<file path="config.mk">
export PLATFORM = sky130hd
export DESIGN_NAME = cmd_proc_param_flat
export DESIGN_NICKNAME = d
export VERILOG_FILES = /design/src/rtl/kt_cmd_pkg.sv /design/src/rtl/cmd_proc_param_if.sv /design/src/rtl/cmd_frwrd_ramp.sv /design/src/rtl/cmd_proc_param.sv /design/src/flat_wrapper.sv
export SDC_FILE = /design/constraint.sdc
export NUM_CORES = 1
export LEC_CHECK = 0
export ABC_AREA = 1
export CORE_ASPECT_RATIO = 1.1
export CORE_MARGIN = 4
export CORE_UTILIZATION = 51
export CTS_CLUSTER_SIZE = 14
export DETAILED_ROUTE_END_ITERATION = 7
export PLACE_DENSITY = 0.78
export SYNTH_ARGS = -nofsm -noshare
export SYNTH_HDL_FRONTEND = slang
export SYNTH_SLANG_ARGS = --single-unit
</file>
<file path="constraint.sdc">
create_clock -name clk -period 2.75 [get_ports clk]
set_clock_uncertainty 0.05 [all_clocks]
set_input_delay 0.4125 -clock clk [delete_from_list [all_inputs] [get_ports clk]]
set_output_delay 0.4125 -clock clk [all_outputs]
set_load 0.01 [all_outputs]
</file>
<file path="src/rtl/kt_cmd_pkg.sv">
// Shared opcodes, FSM states and response codes for the command processor.
package kt_cmd_pkg;

  typedef enum logic [3:0] {
    OP_CAL  = 4'h2,
    OP_MOVE = 4'h4,
    OP_FAN  = 4'h5,
    OP_TOUR = 4'h6,
    OP_STOP = 4'h7
  } opcode_t;

  typedef enum logic [2:0] {
    ST_IDLE,
    ST_CAL,
    ST_TOUR,
    ST_SDLY,
    ST_SETTLE,
    ST_RAMPUP,
    ST_RAMPDN
  } state_t;

  typedef logic [7:0] resp_t;

  localparam resp_t RESP_ACK = 8'hA5;
  localparam resp_t RESP_NAK = 8'hEE;

endpackage

</file>
<file path="src/rtl/cmd_proc_param_if.sv">
// Command/response handshake between UART_wrapper (master) and the processor (slave).
interface cmd_proc_param_if;
  import kt_cmd_pkg::*;

  logic [15:0] cmd;
  logic        cmd_rdy;
  logic        clr_cmd_rdy;
  logic        send_resp;
  resp_t       resp;

  modport master (output cmd, cmd_rdy, input clr_cmd_rdy, send_resp, resp);
  modport slave  (input cmd, cmd_rdy, output clr_cmd_rdy, send_resp, resp);

endinterface

</file>
<file path="src/rtl/cmd_frwrd_ramp.sv">
// Forward-speed register: clear, saturating ramp up, floor-clamped ramp down.
// Ramp steps only land on heading_rdy so speed tracks the gyro update rate.
module cmd_frwrd_ramp #(
  parameter int FRWRD_W  = 10,
  parameter int INC_STEP = 'h20,
  parameter int DEC_STEP = 'h40,
  parameter int MAX_SPD  = 'h300
) (
  input  logic               clk,
  input  logic               rst,
  input  logic               clr,
  input  logic               inc,
  input  logic               dec,
  input  logic               en,
  output logic [FRWRD_W-1:0] frwrd
);

  localparam logic [FRWRD_W:0]   INC_V = (FRWRD_W+1)'(INC_STEP);
  localparam logic [FRWRD_W:0]   MAX_V = (FRWRD_W+1)'(MAX_SPD);
  localparam logic [FRWRD_W-1:0] DEC_V = FRWRD_W'(DEC_STEP);

  logic [FRWRD_W-1:0] frwrd_q, frwrd_d;
  logic [FRWRD_W:0]   sum;

  // One extra bit on the sum so the ceiling compare sees overflow instead of a wrap.
  assign sum = {1'b0, frwrd_q} + INC_V;

  // Next speed: clear wins, then ramp up/down when a heading update arrives.
  always_comb begin
    frwrd_d = frwrd_q;
    if (clr) begin
      frwrd_d = '0;
    end else if (en && inc) begin
      frwrd_d = (sum > MAX_V) ? MAX_V[FRWRD_W-1:0] : sum[FRWRD_W-1:0];
    end else if (en && dec) begin
      frwrd_d = (frwrd_q > DEC_V) ? frwrd_q - DEC_V : '0;
    end
  end

  // Speed register.
  always_ff @(posedge clk or posedge rst) begin
    if (rst) frwrd_q <= '0;
    else     frwrd_q <= frwrd_d;
  end

  assign frwrd = frwrd_q;

endmodule

</file>
<file path="src/rtl/cmd_proc_param.sv">
// Knight's Tour command processor: decodes UART commands, sequences moves,
// drives the PID heading error and ramped forward speed.
//
//  state     | meaning
//  ----------+-----------------------------------------------------------
//  IDLE      | waiting for a command; only state that accepts non-STOP cmds
//  CAL       | calibration running, waiting for cal_done
//  TOUR      | one cycle to pulse tour_go
//  SDLY      | one cycle so error reflects the newly latched desired_hdg
//  SETTLE    | turning in place until |error| < SETTLE_THR
//  RAMPUP    | accelerating/cruising until the square count is reached
//  RAMPDN    | decelerating to zero, then respond
module cmd_proc_param import kt_cmd_pkg::*; #(
  parameter int HEAD_W       = 12,
  parameter int FRWRD_W      = 10,
  parameter int INC_STEP     = 'h20,
  parameter int DEC_STEP     = 'h40,
  parameter int MAX_SPD      = 'h300,
  parameter int NUDGE        = 'h1FF,
  parameter int SETTLE_THR   = 'h02C,
  parameter int LINES_PER_SQ = 2,
  parameter int TIMEOUT_CYC  = 2**24
) (
  input  logic               clk,
  input  logic               rst,
  cmd_proc_param_if.slave    bus,
  output logic               strt_cal,
  input  logic               cal_done,
  output logic               tour_go,
  input  logic [HEAD_W-1:0]  heading,
  input  logic               heading_rdy,
  output logic               moving,
  input  logic               lftIR,
  input  logic               cntrIR,
  input  logic               rghtIR,
  output logic               fanfare_go,
  output logic [FRWRD_W-1:0] frwrd,
  output logic [HEAD_W-1:0]  error
);

  localparam int LC_W  = 8;
  localparam int TMO_W = $clog2(TIMEOUT_CYC + 1);
  localparam logic [HEAD_W-1:0]        NUDGE_V = HEAD_W'(NUDGE);
  localparam logic signed [HEAD_W-1:0] THR_V   = HEAD_W'(SETTLE_THR);
  localparam logic [TMO_W-1:0]         TMO_LAST = TMO_W'(TIMEOUT_CYC - 1);

  state_t            state_q, state_d;
  logic [HEAD_W-1:0] desired_hdg_q, desired_hdg_d;
  logic [2:0]        squares_q, squares_d;
  logic              fan_q, fan_d;
  logic              nak_q, nak_d;
  logic [LC_W-1:0]   line_cntr_q, line_cntr_d;
  logic              cntr_ir_q;
  logic [TMO_W-1:0]  tmo_cnt_q, tmo_cnt_d;
  resp_t             resp_q, resp_d;

  opcode_t           opcode;
  logic [7:0]        cmd_hdg;
  logic [HEAD_W-1:0] new_hdg, err_nudge;
  logic signed [HEAD_W-1:0] err_s;
  logic              settled, move_done, timed_out, is_stop, accept, ramp_inc, ramp_dec;
  logic              unused_cmd_bit;

  assign opcode         = opcode_t'(bus.cmd[15:12]);
  assign cmd_hdg        = bus.cmd[11:4];
  assign unused_cmd_bit = bus.cmd[3];
  assign is_stop        = bus.cmd_rdy && (opcode == OP_STOP);

  // A zero heading field means "north" exactly; otherwise fill the low bits with ones.
  assign new_hdg = (cmd_hdg == 8'h00) ? '0 : {cmd_hdg, {(HEAD_W-8){1'b1}}};

  // IR guard sensors push the error away from the side that sees a wall.
  always_comb begin
    err_nudge = '0;
    if (lftIR)       err_nudge = NUDGE_V;
    else if (rghtIR) err_nudge = -NUDGE_V;
  end

  assign error     = heading - desired_hdg_q + err_nudge;
  assign err_s     = $signed(error);
  assign settled   = (err_s < THR_V) && (err_s > -THR_V);
  assign move_done = line_cntr_q >= LC_W'(32'(squares_q) * LINES_PER_SQ);
  assign timed_out = (tmo_cnt_q == TMO_LAST);
  assign moving    = (state_q == ST_SETTLE) || (state_q == ST_RAMPUP) || (state_q == ST_RAMPDN);

  // Line counter: cntrIR rising edges, saturating, cleared when a move is accepted.
  always_comb begin
    line_cntr_d = line_cntr_q;
    if (accept)                                   line_cntr_d = '0;
    else if (cntrIR && !cntr_ir_q && ~&line_cntr_q) line_cntr_d = line_cntr_q + 1'b1;
  end

  // Next-state and output decode; STOP beats move_done beats timeout.
  always_comb begin
    state_d         = state_q;
    desired_hdg_d   = desired_hdg_q;
    squares_d       = squares_q;
    fan_d           = fan_q;
    nak_d           = nak_q;
    tmo_cnt_d       = tmo_cnt_q;
    resp_d          = resp_q;
    bus.clr_cmd_rdy = 1'b0;
    bus.send_resp   = 1'b0;
    strt_cal        = 1'b0;
    tour_go         = 1'b0;
    fanfare_go      = 1'b0;
    accept          = 1'b0;
    ramp_inc        = 1'b0;
    ramp_dec        = 1'b0;
    case (state_q)
      ST_IDLE: begin
        if (bus.cmd_rdy) begin
          bus.clr_cmd_rdy = 1'b1;
          case (opcode)
            OP_CAL: begin
              strt_cal = 1'b1;
              state_d  = ST_CAL;
            end
            OP_TOUR: state_d = ST_TOUR;
            OP_MOVE, OP_FAN: begin
              accept        = 1'b1;
              tmo_cnt_d     = '0;
              desired_hdg_d = new_hdg;
              squares_d     = bus.cmd[2:0];
              fan_d         = (opcode == OP_FAN);
              nak_d         = 1'b0;
              state_d       = ST_SDLY;
            end
            OP_STOP: begin
              bus.send_resp = 1'b1;
              resp_d        = RESP_ACK;
            end
            default: begin
              bus.send_resp = 1'b1;
              resp_d        = RESP_NAK;
            end
          endcase
        end
      end
      ST_CAL: begin
        if (cal_done) begin
          bus.send_resp = 1'b1;
          resp_d        = RESP_ACK;
          state_d       = ST_IDLE;
        end
      end
      ST_TOUR: begin
        tour_go = 1'b1;
        state_d = ST_IDLE;
      end
      ST_SDLY, ST_SETTLE, ST_RAMPUP: begin
        if (is_stop) begin
          bus.clr_cmd_rdy = 1'b1;
          fan_d           = 1'b0;
          nak_d           = 1'b0;
          state_d         = ST_RAMPDN;
        end else if (state_q == ST_SDLY) begin
          state_d = ST_SETTLE;
        end else if ((state_q == ST_RAMPUP) && move_done) begin
          state_d = ST_RAMPDN;
        end else if (timed_out) begin
          nak_d   = 1'b1;
          fan_d   = 1'b0;
          state_d = ST_RAMPDN;
        end else begin
          tmo_cnt_d = tmo_cnt_q + 1'b1;
          ramp_inc  = (state_q == ST_RAMPUP);
          if ((state_q == ST_SETTLE) && settled) state_d = ST_RAMPUP;
        end
      end
      ST_RAMPDN: begin
        bus.clr_cmd_rdy = is_stop;
        if (frwrd == '0) begin
          bus.send_resp = 1'b1;
          resp_d        = nak_q ? RESP_NAK : RESP_ACK;
          fanfare_go    = fan_q;
          state_d       = ST_IDLE;
        end else begin
          ramp_dec = 1'b1;
        end
      end
      default: state_d = ST_IDLE;
    endcase
  end

  assign bus.resp = resp_d;

  // Control and move-context registers.
  always_ff @(posedge clk or posedge rst) begin
    if (rst) begin
      state_q       <= ST_IDLE;
      desired_hdg_q <= '0;
      squares_q     <= '0;
      fan_q         <= 1'b0;
      nak_q         <= 1'b0;
      line_cntr_q   <= '0;
      cntr_ir_q     <= 1'b0;
      tmo_cnt_q     <= '0;
      resp_q        <= RESP_ACK;
    end else begin
      state_q       <= state_d;
      desired_hdg_q <= desired_hdg_d;
      squares_q     <= squares_d;
      fan_q         <= fan_d;
      nak_q         <= nak_d;
      line_cntr_q   <= line_cntr_d;
      cntr_ir_q     <= cntrIR;
      tmo_cnt_q     <= tmo_cnt_d;
      resp_q        <= resp_d;
    end
  end

  cmd_frwrd_ramp #(
    .FRWRD_W (FRWRD_W),
    .INC_STEP(INC_STEP),
    .DEC_STEP(DEC_STEP),
    .MAX_SPD (MAX_SPD)
  ) u_ramp (
    .clk  (clk),
    .rst  (rst),
    .clr  (accept),
    .inc  (ramp_inc),
    .dec  (ramp_dec),
    .en   (heading_rdy),
    .frwrd(frwrd)
  );

endmodule

</file>
<file path="src/flat_wrapper.sv">
// flat-port wrapper written by rule: the top's interface ports become plain ports
module cmd_proc_param_flat import kt_cmd_pkg::*;
#(
  parameter int HEAD_W       = 12,
  parameter int FRWRD_W      = 10,
  parameter int INC_STEP     = 'h20,
  parameter int DEC_STEP     = 'h40,
  parameter int MAX_SPD      = 'h300,
  parameter int NUDGE        = 'h1FF,
  parameter int SETTLE_THR   = 'h02C,
  parameter int LINES_PER_SQ = 2,
  parameter int TIMEOUT_CYC  = 2**24
)
  (clk, rst, strt_cal, cal_done, tour_go, heading, heading_rdy, moving, lftIR, cntrIR, rghtIR, fanfare_go, frwrd, error, bus_cmd, bus_cmd_rdy, bus_clr_cmd_rdy, bus_send_resp, bus_resp);
  cmd_proc_param_if bus_i ();
  input  logic clk;
  input  logic rst;
  output logic strt_cal;
  input  logic cal_done;
  output logic tour_go;
  input  logic [HEAD_W-1:0] heading;
  input  logic heading_rdy;
  output logic moving;
  input  logic lftIR;
  input  logic cntrIR;
  input  logic rghtIR;
  output logic fanfare_go;
  output logic [FRWRD_W-1:0] frwrd;
  output logic [HEAD_W-1:0] error;
  input wire logic [$bits(bus_i.cmd)-1:0] bus_cmd;
  input wire logic [$bits(bus_i.cmd_rdy)-1:0] bus_cmd_rdy;
  output wire logic [$bits(bus_i.clr_cmd_rdy)-1:0] bus_clr_cmd_rdy;
  output wire logic [$bits(bus_i.send_resp)-1:0] bus_send_resp;
  output wire logic [$bits(bus_i.resp)-1:0] bus_resp;
  assign bus_i.cmd = bus_cmd;
  assign bus_i.cmd_rdy = bus_cmd_rdy;
  assign bus_clr_cmd_rdy = bus_i.clr_cmd_rdy;
  assign bus_send_resp = bus_i.send_resp;
  assign bus_resp = bus_i.resp;
  cmd_proc_param #(.HEAD_W(HEAD_W), .FRWRD_W(FRWRD_W), .INC_STEP(INC_STEP), .DEC_STEP(DEC_STEP), .MAX_SPD(MAX_SPD), .NUDGE(NUDGE), .SETTLE_THR(SETTLE_THR), .LINES_PER_SQ(LINES_PER_SQ), .TIMEOUT_CYC(TIMEOUT_CYC)) u_core (.clk(clk), .rst(rst), .bus(bus_i), .strt_cal(strt_cal), .cal_done(cal_done), .tour_go(tour_go), .heading(heading), .heading_rdy(heading_rdy), .moving(moving), .lftIR(lftIR), .cntrIR(cntrIR), .rghtIR(rghtIR), .fanfare_go(fanfare_go), .frwrd(frwrd), .error(error));
endmodule
</file>
==> results.toml <==
[floorplan]
initial_utilization_pct = 51.9
design.core.area_sq_um = 9840
std_cell_rows = 38
die_w_um = 103
dieArea_sq_um = 11700
io-pin-count = 72
die_y_um = 113

[finish]
fin_nets = 920
most-common-layout-cells = "141 x nand2_1, 94 x inv_1, 58 x dfrtp_1, 55 x nor2_1"
nFillCells = 680
layout_commonest_cell = "nand2_1"
drive_above_1_share_pct = 30.0
n_antenna_cell = 0
syn_to_final_growth_pct = 39.8
final_cells = 976

[timing]
fin_ws_ps = -299
setup_violations = 12
drv_slew = 0
fmax_mhz = 328
period_needed_ps = 3050
slew_headroom_pct = 50.2
hold_viol = 0
setup_tns_ps = -2350
max_slew.worst_pin.slew_ps = 746
rsz0062_at_grt = "yes"
period_share_pct = 111

[worst_setup_path]
critPathCaptureType = "output port"
critPathKind = "register to output port"
startpoint_type = "register"
crit_required_ps = 2290
crit_arrival_ps = 2590
crit_fanout = 6

[yosys]
yosysTopAreaCellShare_pct = 29.4
synth-seq-cells = 64
async_flop_share_pct = 100
synth-main-ff-cell = "dfrtp_1"
synth_edf_count = 0
synth_warnings = 0
syn_avg_cell_area_sq_um = 6.98
synthCells = 732
ys_seq_area_share_pct = 31.4
ys_types = 49
synth_area_sq_um = 5110
synth_area_leaders = "dfrtp_1 29%, nand2_1 14%, inv_1 9.6%"
synth.largest_area_cell = "dfrtp_1"

[place]
dpl.cell_count = 944
hpwlAfterDp_um = 9900
gp_congestion = 0.949
portBuffers = 65

[drt]
dr_wl_met3_um = 880
first_iter_violations = 469
wirelength_um = 15600
wl_met1_um = 6010
routed_via_density = 5.65
drc = 0
dr.max_layer_used = "met4"
wl_met2_um = 7960
ant_nets = 0
num_vias = 5513
detail_route.first_pass.iterations = 6
wl_per_cell_um = 16.0

[pwr]
p_leak_nw = 3.45
power_frac_clock_pct = 10.2
powerDensity_nw_per_um2 = 1240
internal_power_w = 0.00457
p_total_w = 0.00888
ir_worst_vdd_uv = 738
power_frac_comb_pct = 73.9
power_frac_seq_pct = 15.9
swShare_pct = 48.6
power.net_switching_w = 0.00431

[global_routing]
track_usage_pct = 25.1
overflow = 0
antenna_found_initial = 0
grt_pass1_wl_um = 23600
grt_max_degree = 65
grt_pass1_vias = 5320

[clocking]
hold_buffers = 0
cts_buffer_depth = 2
numCtsBuffers = 9
cts-root-buf = "clkbuf_8"
clk_latency_ps = 340
clkTransAtPathRegs_ps = 80
cts.sink_count = 64
cts_tree = "done"
htreeDepth = 3

[hold_path]
min_path_type = "input port to async pin"

[status]
failed_checks = "negative setup slack"
status = "complete, but fails checks"

[job]
max_cap_viol_count = 0
## power groups by stage
| stage | sequential, W | clock (W) | combinational (W) |
|---|---|---|---|
| after floorplan | 0.00141 | 0 | 0.00292 |
| after global placement | 0.00141 | 0 | 0.00440 |
| after detailed placement | 0.00142 | 0 | 0.00456 |
| after CTS | 0.00140 | 0.000916 | 0.00559 |
| after global routing | 0.00144 | 0.000966 | 0.00703 |
| final | 0.00141 | 0.000906 | 0.00657 |
## synthesized netlist by cell type, types with 2 or more instances
cell type	instances
inv_2	4
buf_6	3
nor4_1	6
ha_1	22
or2_1	2
o21ai_0	29
nand4_1	16
xor2_1	13
buf_2	3
clkbuf_1	2
buf_4	7
nand2_1	191
or2_2	5
inv_1	130
nand2_4	3
dfrtp_1	60
nand3_1	59
nand2_2	2
o21ai_1	12
o211ai_1	3
fa_1	11
xnor2_1	9
a21oi_1	15
nor2_1	68
nor2_4	2
o2111ai_1	2
dfstp_2	4
nor3_1	19
o31ai_1	10
## per-stage QoR
| step | util, % | cell area, sq um | hold WS (ps) | setup WS (ps) |
|---|---|---|---|---|
| 2_1_floorplan | - | 5190 | 394 | -90.1 |
| 3_3_place_gp | 63.0 | 6200 | 413 | -1010 |
| 3_5_place_dp | 63.0 | 6200 | 418 | -1070 |
| 4_1_cts | 70.1 | 6900 | 420 | -188 |
| 5_1_grt | 72.5 | 7140 | 443 | -345 |
| 6_report | 72.5 | 7140 | 405 | -299 |
## worst paths after layout
path | slack, ps | endpoint | from | cells after the start
worst min register to register | 440 | u_core.resp_q[4] | u_core.resp_q[4] | 2
max in group asynchronous | 1930 | u_core.resp_q[0] | rst | 3
worst max-delay path | -300 | error[10] | u_core.desired_hdg_q[3] | 13
worst min-delay path | 410 | u_core.line_cntr_q[4] | rst | 3
worst max register to register | -220 | u_core.state_q[0] | u_core.desired_hdg_q[3] | 23
min in group clk | 440 | u_core.resp_q[4] | u_core.resp_q[4] | 2
## state kept, by name, indices dropped and copies added, names as in the netlist
register / count
u_core.nak_q: 1
u_core.resp_q: 8
u_core.state_q: 3
u_core.squares_q: 3
u_core.desired_hdg_q: 9
u_core.fan_q: 1
u_core.cntr_ir_q: 1
u_core.tmo_cnt_q: 25
u_core.line_cntr_q: 8
u_core.u_ramp.frwrd: 5
## cell type report
cell class | instances | area [sq um] | area share [%]
Sequential cell | 64 | 1610 | 22.5
Clock inverter | 7 | 96.3 | 1.35
Multi-Input combinational cell | 522 | 3520 | 49.4
Timing Repair Buffer | 119 | 1120 | 15.7
Inverter | 135 | 517 | 7.24
Clock buffer | 9 | 124 | 1.74
Tap cell | 120 | 150 | 2.10
## kinds of logic after synthesis
kind of cell    Yosys count  synth area share [%]
flops                    64                  31.4
compound gates           80                  9.31
buf+inv                 150                  12.1
fa+ha+maj                33                  9.70
other cells               1                0.0734
simple gates            382                  33.6
xor+xnor                 22                  3.77
## critical path, cell delays in order (launching register included)
cell and delay, ps:
dfrtp_2 440, buf_6 140, fa_1 500, inv_2 50, ha_4 310, nand2_2 80
nand2_2 90, nand2_1 80, nand2_1 100, nand2_1 100, nand3_1 90, nand2_1 70
nand2_2 90, buf_6 110
## routing by layer
layer  global-route usage (%)  vias up
met1                     30.6     2587
li1                         -     2566
met3                     3.70       88
met5                        0        -
met2                     44.0      272
met4                     9.07        0
## timing repair
item	4_1_cts	5_1_grt
setup endpoints to repair	23	22
buffers inserted	12	6
cloned	0	0
pin swaps	41	53
resized for setup	178	79
No activity file was read; power rests on OpenSTA's default activity.
